### src/rtl/coin_acceptor.sv
// Coin-slot sensor conditioner: per-channel sync + debounce FSM, then a
// 1-yuan-priority arbiter steering one event per cycle to coin or reject.

module coin_ch #(
  parameter int DEBOUNCE_CYC = 1000
) (
  input  logic clk,
  input  logic rst,
  input  logic s,
  output logic qual
);
  typedef enum logic {IDLE, HELD} st_t;
  localparam int CW = $clog2(DEBOUNCE_CYC);
  localparam logic [CW-1:0] LAST = CW'(DEBOUNCE_CYC - 1);

  st_t           st;
  logic [CW-1:0] cnt;

  // Combinational so the output register in the top absorbs the qualify cycle.
  assign qual = (st == IDLE) && s && (cnt == LAST);

  always_ff @(posedge clk) begin
    if (rst) begin
      st  <= HELD;
      cnt <= '0;
    end else begin
      case (st)
        IDLE: begin
          if (!s)               cnt <= '0;
          else if (cnt == LAST) begin
            cnt <= '0;
            st  <= HELD;
          end else              cnt <= cnt + 1'b1;
        end
        HELD: begin
          if (s)                cnt <= '0;
          else if (cnt == LAST) begin
            cnt <= '0;
            st  <= IDLE;
          end else              cnt <= cnt + 1'b1;
        end
        default: begin
          st  <= HELD;
          cnt <= '0;
        end
      endcase
    end
  end
endmodule

module coin_acceptor #(
  parameter int DEBOUNCE_CYC = 1000
) (
  input  logic       clk,
  input  logic       rst,
  input  logic       sw_half,
  input  logic       sw_one,
  input  logic       accept_en,
  output logic [1:0] coin,
  output logic [1:0] reject
);
  localparam int NUM_CH = 2;

  logic [NUM_CH-1:0] raw, meta, s_lvl, qual;
  logic              half_pend, pend_nxt;
  logic [1:0]        code;

  assign raw = {sw_one, sw_half};

  always_ff @(posedge clk) begin
    if (rst) begin
      meta  <= '0;
      s_lvl <= '0;
    end else begin
      meta  <= raw;
      s_lvl <= meta;
    end
  end

  for (genvar g = 0; g < NUM_CH; g++) begin : g_ch
    coin_ch #(.DEBOUNCE_CYC(DEBOUNCE_CYC)) u_ch (
      .clk  (clk),
      .rst  (rst),
      .s    (s_lvl[g]),
      .qual (qual[g])
    );
  end

  // A half event losing to 1-yuan waits one cycle; channels can't requalify
  // faster than DEBOUNCE_CYC, so a single pending slot never overflows.
  always_comb begin
    code     = 2'b00;
    pend_nxt = half_pend;
    if (qual[1]) begin
      code     = 2'b10;
      pend_nxt = half_pend | qual[0];
    end else if (half_pend || qual[0]) begin
      code     = 2'b01;
      pend_nxt = 1'b0;
    end
  end

  always_ff @(posedge clk) begin
    if (rst) begin
      half_pend <= 1'b0;
      coin      <= 2'b00;
      reject    <= 2'b00;
    end else begin
      half_pend <= pend_nxt;
      coin      <= accept_en ? code  : 2'b00;
      reject    <= accept_en ? 2'b00 : code;
    end
  end
endmodule

### config.mk
export PLATFORM = sky130hd
export DESIGN_NAME = coin_acceptor
export DESIGN_NICKNAME = d
export VERILOG_FILES = /design/src/rtl/coin_acceptor.sv
export SDC_FILE = /design/constraint.sdc
export NUM_CORES = 1
export LEC_CHECK = 0
export CELL_PAD_IN_SITES_DETAIL_PLACEMENT = 1
export CELL_PAD_IN_SITES_GLOBAL_PLACEMENT = 2
export CORE_MARGIN = 2
export CORE_UTILIZATION = 38
export DETAILED_ROUTE_END_ITERATION = 12
export PLACE_DENSITY = 0.92
export SETUP_SLACK_MARGIN = 0.5
export SLEW_MARGIN = 30
export SYNTH_ARGS = -nofsm -noshare
export SYNTH_HDL_FRONTEND = slang
export SYNTH_SLANG_ARGS = --single-unit
### constraint.sdc
create_clock -name clk -period 2.8 [get_ports clk]
set_input_delay 0.28 -clock clk [delete_from_list [all_inputs] [get_ports clk]]
set_output_delay 0.28 -clock clk [all_outputs]
set_load 0.01 [all_outputs]
==> results of run 1 <==
[layout make-up]
| class | instances | share of cell area (%) |
|---|---|---|
| clock inverter | 2 | 2.46 |
| tap | 44 | 3.86 |
| sequential | 31 | 43.5 |
| inverter | 4 | 1.05 |
| timing repair buffer | 9 | 6.14 |
| multi-input combinational | 91 | 39.4 |
| clock buffer | 6 | 3.60 |
[sequential cells by signal (all words and copies together) (netlist names), named ones only]
register       flops
coin               2
g_ch.u_ch.cnt     20
half_pend          1
meta               2
reject             2
s_lvl              2
[final timing paths]
kind	depth (start not counted)	slack, ns	from	to
max	4	0.95	g_ch[0].u_ch.cnt[5]	coin[0]
min reg2reg	1	0.45	meta[0]	s_lvl[0]
min	1	0.45	meta[0]	s_lvl[0]
max reg2reg	4	0.95	g_ch[0].u_ch.cnt[5]	coin[0]
[metrics by stage]
step	util (%)	cell area, sq um	instances
after global placement	44.3	1340	179
after CTS	47.1	1430	187
after global routing	47.1	1430	187
after floorplan	-	1210	129
after detailed placement	44.3	1340	179
final	47.1	1430	187
[layer usage]
layer | GRT usage [%] | wire length [um] | up-vias
li1 | - | - | 456
met1 | 19.6 | 1040 | 429
met2 | 24.2 | 1140 | 12
met3 | 5.12 | 73 | 8
met4 | 11.4 | 70 | 0
met5 | 0 | 0 | -
[layout by cell type (no fill, tap or decap), types with 2 or more instances in the layout]
cell type / instances
dfxtp_1: 31
nor2_1: 24
xnor2_1: 12
nand2_1: 8
clkdlybuf4s50_1: 8
nor3_1: 7
xor2_1: 6
nand3_1: 6
clkbuf_4: 5
and3_1: 4
inv_1: 4
nor2b_1: 4
and4_1: 2
nor3b_1: 2
or2_1: 2
nand4_1: 2
ha_1: 2
[worst max-delay path: stages (launching register included)]
cell	delay, ns
dfxtp_1	0.44
nand4_1	0.16
or4_1	0.61
o31a_1	0.31
and4bb_1	0.28
[kinds of logic (layout without fill, tap and decap cells)]
family / Yosys count / in the layout / share of synthesized area, %
compound gates: 3 / 3 / 1.86
xor+xnor: 18 / 18 / 13.0
fa+ha+maj: 2 / 2 / 2.07
buf+inv: 7 / 21 / 2.17
flops: 31 / 31 / 51.3
simple gates: 68 / 68 / 29.5
[power groups by stage]
stage               logic [mW]  registers, mW  clock network (mW)
global route            0.0387          0.460               0.401
CTS                     0.0338          0.458               0.379
floorplan               0.0208          0.466                   0
detailed placement      0.0336          0.468                   0
finish                  0.0327          0.458               0.371
global placement        0.0318          0.467                   0
==> flow_metrics.tcl, run 1 <==
set metrics [dict create \
    status "finished clean" \
    nFillCells 354 \
    grt_start_max_net_pins 15 \
    fin_setup_tns_ns 0 \
    cts_hold_buf 0 \
    synth.most_common_cell "dfxtp_1" \
    num_vias 905 \
    seq_area_frac_synth_pct 51.3 \
    via_per_inst 4.84 \
    synth_area_leaders "dfxtp_1 51%, xnor2_1 8.7%, nor2_1 7.5%" \
    rows 20 \
    first_iter_violations 25 \
    min_path_type "reg2reg" \
    worst-path-max-fanout 5 \
    ys.flop_type "dfxtp_1" \
    drt-total-wl_um 2320 \
    setup_viol 0 \
    synthTopCellsByCount "31 x dfxtp_1, 24 x nor2_1, 12 x xnor2_1" \
    multi_input_area_sq_um 562 \
    setup_slack_ns 0.953 \
    place_hpwl_um 1690 \
    yosysTopAreaCell "dfxtp_1" \
    relSlewSlack_pct 80.2 \
    timing_max_transition_violations_final 0 \
    post_synth_num_cell_types 27 \
    startpoint_type "flip-flop" \
    cts_resized 0 \
    drive_gt1_share_pct 6.99 \
    drc 0 \
    seqPwrFrac_pct 53.1 \
    switching_share_pct 21.4 \
    htreeDepth 2 \
    antenna_cells 0 \
    synth-edff-count 0 \
    grt_overflow 0 \
    synth.top_cell.area_share_pct 51.3 \
    grt_usage_pct 16.2 \
    hold_slack_ns 0.450 \
    grt_pass1_vias 927 \
    pre_cts_ws_ns 0.990 \
    ant_nets 0 \
    ioPinCount 9 \
    p_sw_mw 0.185 \
    p_comb_share_pct 3.8 \
    routabilityCongestion 0.772 \
    internal_power_mw 0.677 \
    seqCellArea_sq_um 621 \
    rsz0062_at_grt "no" \
    antenna_found_initial 0 \
    post_cts_buffers 0 \
    period_minus_slack_ns 1.85 \
    grt_pass1_wl_um 4150 \
    maxCapViolations 0 \
    async_flop_share_pct 0 \
    wl_per_cell_um 12.4 \
    netlist_area_sq_um 1210 \
    cp.required_ns 3.09 \
    cts_tree "yes" \
    hold_viol_final 0 \
    initial_utilization_pct 39.9 \
    yosysWarnings 0 \
    cp_data_arrival_time_ns 2.13 \
    die_w_um 60.4 \
    clk_pin_slew_ns 0.10 \
    min_period_over_period_pct 66.0 \
    fin_nets 149 \
    root_buffer "clkbuf_4" \
    powerDensity_nw_per_um2 604 \
    syn_nets 136 \
    cts.path.max_buffers 2 \
    cts_sinks 31 \
    dr.pass1.iters 2 \
    criticalPathCategory "reg2reg" \
    insertion_delay_ns 0.34 \
    cts_buffers 5 \
    die_h_um 60.4 \
    synth_cells 129 \
    ir_drop_mv 0.493 \
    synth-seq-cells 31 \
    worstMarginPinSlew_ns 0.294 \
    port_buffers 8 \
    core_area_sq_um 3030 \
    power.total_mw 0.862 \
    p_leak_nw 0.513 \
    avgSynthCellArea_sq_um 9.37 \
    endpoint_kind "flip-flop" \
    clockPowerShare_pct 43.1 \
    synthToLayoutAreaGrowth_pct 18.0 \
    fin_skew_ns 0.00760 \
    die_area_sq_um 3650 \
    max_freq_mhz 542 \
]
Note: power is estimated with default switching activity, not from simulation.
==> run 2: changes to the inputs <==
- CORE_UTILIZATION: 38 -> 32
- PLACE_DENSITY: 0.92 -> 0.84
- clock period: 2.8 -> 1.5 ns (I/O delays scaled with it)
==> run 2 against run 1 <==
Against the previous run:
- the run now ends with setup timing left
- via count increased by 11%
- global-route usage decreased by 0.80 points
- die area grew 17%
- critical endpoint is now half_pend
- worst setup slack got worse by 1.1 ns
- critical path depth rose by 1
- register-to-register slack got worse by 1.1 ns
- final area grew 23%
- routed wire length increased by 31%
- maximum frequency rose by 11%
- first-iteration DRC count decreased by 28%
==> flow_metrics.tcl, run 2 (synthesis results as in run 1) <==
set metrics [dict create \
    initial_utilization_pct 33.3 \
    rsz0062_at_grt "yes" \
    wl_per_cell_um 14.3 \
    num_vias 1003 \
    cts_buffers 5 \
    worstMarginPinSlew_ns 0.248 \
    drt-total-wl_um 3040 \
    switching_share_pct 21.6 \
    p_comb_share_pct 5.3 \
    powerDensity_nw_per_um2 952 \
    grt_pass1_wl_um 4960 \
    critPathCapture "half_pend" \
    layout_common_cells "22 x nor2_1, 20 x buf_4, 15 x dfxtp_2" \
    routabilityCongestion 0.713 \
    p_leak_nw 0.651 \
    largest_reg_flops 20 \
    cts_sinks 31 \
    die_w_um 65.5 \
    period_minus_slack_ns 1.66 \
    worst-path-max-fanout 3 \
    die_area_sq_um 4280 \
    setup_viol 13 \
    p_sw_mw 0.361 \
    seqPwrFrac_pct 51.4 \
    fin_skew_ns 0.00695 \
    maxCapViolations 0 \
    ant_nets 0 \
    final_common_cell "nor2_1" \
    fin_nets 171 \
    violations "setup timing" \
    pre_cts_ws_ns -0.158 \
    insertion_delay_ns 0.28 \
    r2r_end "half_pend" \
    largest_register "g_ch.u_ch.cnt" \
    timing.critical_path.from "g_ch[0].u_ch.cnt[3]" \
    via_per_inst 4.71 \
    cp_data_arrival_time_ns 1.87 \
    core_area_sq_um 3630 \
    r2r_slack_ns -0.16 \
    min_path_type "in2reg" \
    fin_area_sq_um 1750 \
    synthToLayoutAreaGrowth_pct 45.0 \
    post_dp_cell_area_sq_um 1480 \
    drive_gt1_share_pct 43.6 \
    endpoint_kind "flip-flop" \
    root_buffer "clkbuf_8" \
    cp.required_ns 1.71 \
    antenna_cells 0 \
    hold_depth 2 \
    timing.rr.start "g_ch[0].u_ch.cnt[3]" \
    status "finished, violations left" \
    power.total_mw 1.67 \
    ff2ff_path_depth 5 \
    cts.path.max_buffers 2 \
    grt_pass1_vias 1099 \
    criticalPathCategory "reg2reg" \
    hold_slack_ns 0.420 \
    relSlewSlack_pct 83.3 \
    htreeDepth 2 \
    dr.pass1.iters 4 \
    min_period_over_period_pct 111 \
    max_freq_mhz 603 \
    hold_viol_final 0 \
    grt_overflow 0 \
    ioPinCount 9 \
    nFillCells 419 \
    clk_pin_slew_ns 0.07 \
    antenna_found_initial 0 \
    place_hpwl_um 1860 \
    timing_max_transition_violations_final 0 \
    setup_slack_ns -0.158 \
    drc 0 \
    grt_usage_pct 15.4 \
    grt_start_max_net_pins 10 \
    internal_power_mw 1.31 \
    startpoint_type "flip-flop" \
    port_buffers 8 \
    rows 22 \
    clockPowerShare_pct 43.3 \
    die_h_um 65.5 \
    cts_tree "yes" \
    first_iter_violations 18 \
    ir_drop_mv 0.495 \
]
[run 2: repair_timing]
action | 4_1_cts | 5_1_grt
buffers inserted | 7 | 3
hold buffers | 0 | 0
pin swaps | 9 | 6
endpoints found under the setup margin | 30 | 30
resized for setup | 28 | 17
hold endpoints to repair | 0 | 0
[run 2: layout make-up]
type                    count  area, sq um  area share, %
clock buffers               8          100           5.71
multi-input cells          91          673           38.4
flip-flops and latches     31          647           36.9
well taps                  48         60.1           3.43
repair buffers             31          258           14.7
inverters                   4         15.0          0.857
[run 2: power groups by stage]
stage                     combinational (mW)  clock (mW)  sequential (mW)
after floorplan                       0.0446           0            0.874
after global placement                0.0771           0            0.875
after detailed placement              0.0815           0            0.878
after CTS                             0.0860       0.738            0.859
after global routing                   0.100       0.777            0.860
final                                 0.0882       0.722            0.858
[run 2: metal layers]
layer | up-vias | track usage [%] | wire length (um)
li1 | 499 | - | -
met1 | 478 | 16.8 | 1230
met2 | 16 | 28.2 | 1660
met3 | 10 | 3.77 | 60
met4 | 0 | 6.25 | 81
met5 | - | 0 | 0
[run 2: critical path, stage by stage, from the launching register on]
cell,delay [ns]
dfxtp_1,0.34
or2_1,0.22
or4_4,0.49
o31a_1,0.29
buf_4,0.14
nor3_2,0.10
[run 2: how the worst min path moves through the flow]
stage / start / endpoint
2_1_floorplan: rst / s_lvl[1]
3_3_place_gp: meta[1] / s_lvl[1]
3_5_place_dp: meta[0] / s_lvl[0]
4_1_cts: sw_half / meta[0]
5_1_grt: sw_half / meta[0]
6_report: sw_half / meta[0]
[run 2: per-stage QoR]
| step | setup TNS, ns | instances | utilization [%] |
|---|---|---|---|
| global placement | -0.793 | 195 | 40.8 |
| detailed placement | -1.30 | 195 | 40.8 |
| CTS | -0.917 | 210 | 47.1 |
| global route | -1.64 | 213 | 48.2 |
| finish | -1.27 | 213 | 48.2 |
| floorplan | -0.366 | 129 | - |
==> run 3: changes to the inputs <==
- CORE_MARGIN: 2 -> not set
- CTS_CLUSTER_DIAMETER: not set -> 80
==> run 3 against run 2 <==
Against the previous run:
- the flow still finishes with violations (setup timing)
- non-clock buffer count grew 5
- clock skew is essentially flat
- combinational power up 21%
==> flow_metrics.tcl, run 3 (synthesis results as in run 1) <==
set metrics [dict create \
    slowest_stage "or4_4" \
    clk_pin_slew_ns 0.06 \
    cp_data_arrival_time_ns 1.86 \
    cp.required_ns 1.73 \
    status "finished, violations left" \
    internal_power_mw 1.31 \
    worst-path-max-fanout 3 \
    ioPinCount 9 \
    critical_path.cell_chain "or2_1, or4_4, o31a_1, and4bb_1" \
    cpPeakStageDelay_ns 0.49 \
    nFillCells 407 \
    fin_skew_ns 0.00663 \
    num_vias 1017 \
    setup_viol 13 \
    timing_max_transition_violations_final 0 \
    routabilityCongestion 0.769 \
    grt_pass1_wl_um 4960 \
    cts_sinks 31 \
    final_common_cell "buf_4" \
    endpoint_kind "flip-flop" \
    dr.pass1.iters 4 \
    ir_drop_mv 0.640 \
    clockPowerShare_pct 42.9 \
    first_iter_violations 10 \
    p_comb_share_pct 6.4 \
    min_period_over_period_pct 109 \
    seqPwrFrac_pct 50.7 \
    min_path_type "in2reg" \
    largest_register "g_ch.u_ch.cnt" \
    p_sw_mw 0.362 \
    setup_slack_ns -0.138 \
    synthToLayoutAreaGrowth_pct 49.5 \
    violations "setup timing" \
    cts.path.max_buffers 2 \
    final-instance-count-excl-fill 216 \
    antenna_found_initial 0 \
    die_w_um 63.5 \
    powerDensity_nw_per_um2 926 \
    htreeDepth 2 \
    fin_nets 176 \
    rsz0062_at_grt "yes" \
    port_buffers 8 \
    timing.critical_path.from "g_ch[0].u_ch.cnt[4]" \
    criticalPathCategory "reg2reg" \
    core_area_sq_um 3470 \
    grt_usage_pct 16.6 \
    cts_tree "yes" \
    relSlewSlack_pct 81.9 \
    pre_cts_ws_ns -0.177 \
    insertion_delay_ns 0.28 \
    die_h_um 63.5 \
    drc 0 \
    cts_buffers 5 \
    grt_pass1_vias 1098 \
    period_minus_slack_ns 1.64 \
    max_freq_mhz 610 \
    switching_share_pct 21.6 \
    hold_viol_final 0 \
    rows 21 \
    timing.rr.start "g_ch[0].u_ch.cnt[4]" \
    layout_common_cells "27 x buf_4, 18 x nor2_1, 16 x dfxtp_1" \
    drt-total-wl_um 3020 \
    root_buffer "clkbuf_8" \
    worstMarginPinSlew_ns 0.269 \
    wl_per_cell_um 14.0 \
    via_per_inst 4.71 \
    place_hpwl_um 1910 \
    startpoint_type "flip-flop" \
    maxCapViolations 0 \
    ant_nets 0 \
    drive_gt1_share_pct 45.3 \
    grt_overflow 0 \
    antenna_cells 0 \
    initial_utilization_pct 34.8 \
    largest_reg_flops 20 \
    p_leak_nw 0.690 \
    die_area_sq_um 4030 \
    grt_start_max_net_pins 10 \
    hold_start "sw_half" \
    placed_cells 195 \
]
## run 3: critical path, delay by kind of cell, from the launching register on
| kind | cells | cell delay (ns) |
|---|---|---|
| AND/OR/NAND/NOR | 3 | 0.97 |
| flip-flops | 1 | 0.32 |
| AO/OA/AOI/OAI | 1 | 0.30 |
## run 3: path summary, 6_finish.rpt
| path | cells after the start | slack, ns | to |
|---|---|---|---|
| hold / removal | 2 | 0.42 | meta[0] |
| setup reg to reg | 4 | -0.14 | coin[0] |
| setup / recovery | 4 | -0.14 | coin[0] |
| hold reg to reg | 1 | 0.45 | s_lvl[0] |
## run 3: power groups by stage
stage	Combinational (mW)	Clock, mW	Sequential, mW
after detailed placement	0.0868	0	0.877
after CTS	0.102	0.733	0.852
after global placement	0.0793	0	0.875
after floorplan	0.0446	0	0.874
after global routing	0.119	0.782	0.851
final	0.107	0.717	0.848
## run 3: layout make-up
cell class | count | area (sq um) | area share [%]
Sequential cell | 31 | 654 | 36.2
Timing Repair Buffer | 36 | 288 | 15.9
Tap cell | 46 | 57.6 | 3.19
Clock buffer | 8 | 100 | 5.54
Multi-Input combinational cell | 91 | 692 | 38.3
Inverter | 4 | 15.0 | 0.831
## run 3: layer usage
metal  GRT usage [%]  vias up  routed length, um
met2            29.8       18               1570
met1            17.1      484               1310
met5               0        -                  0
met4            7.67        0                 66
li1                -      508                  -
met3            5.43        7                 71
## run 3: what timing repair did
action	in CTS	in global routing
pin swaps	7	10
cloned	0	0
hold buffers	0	0
setup buffers	5	8
resized for setup	26	23
setup endpoints to repair	30	29
## run 3: metrics by stage
step	power [mW]	TNS, ns	utilization, %	hold WS (ns)	cell area (sq um)
final	1.67	-0.808	52.1	0.420	1810
after global routing	1.75	-1.60	52.1	0.432	1810
after CTS	1.69	-0.930	48.7	0.420	1690
after global placement	0.954	-0.722	43.1	0.422	1500
after detailed placement	0.963	-1.44	43.1	0.426	1500
after floorplan	0.919	-0.366	-	0.222	1260
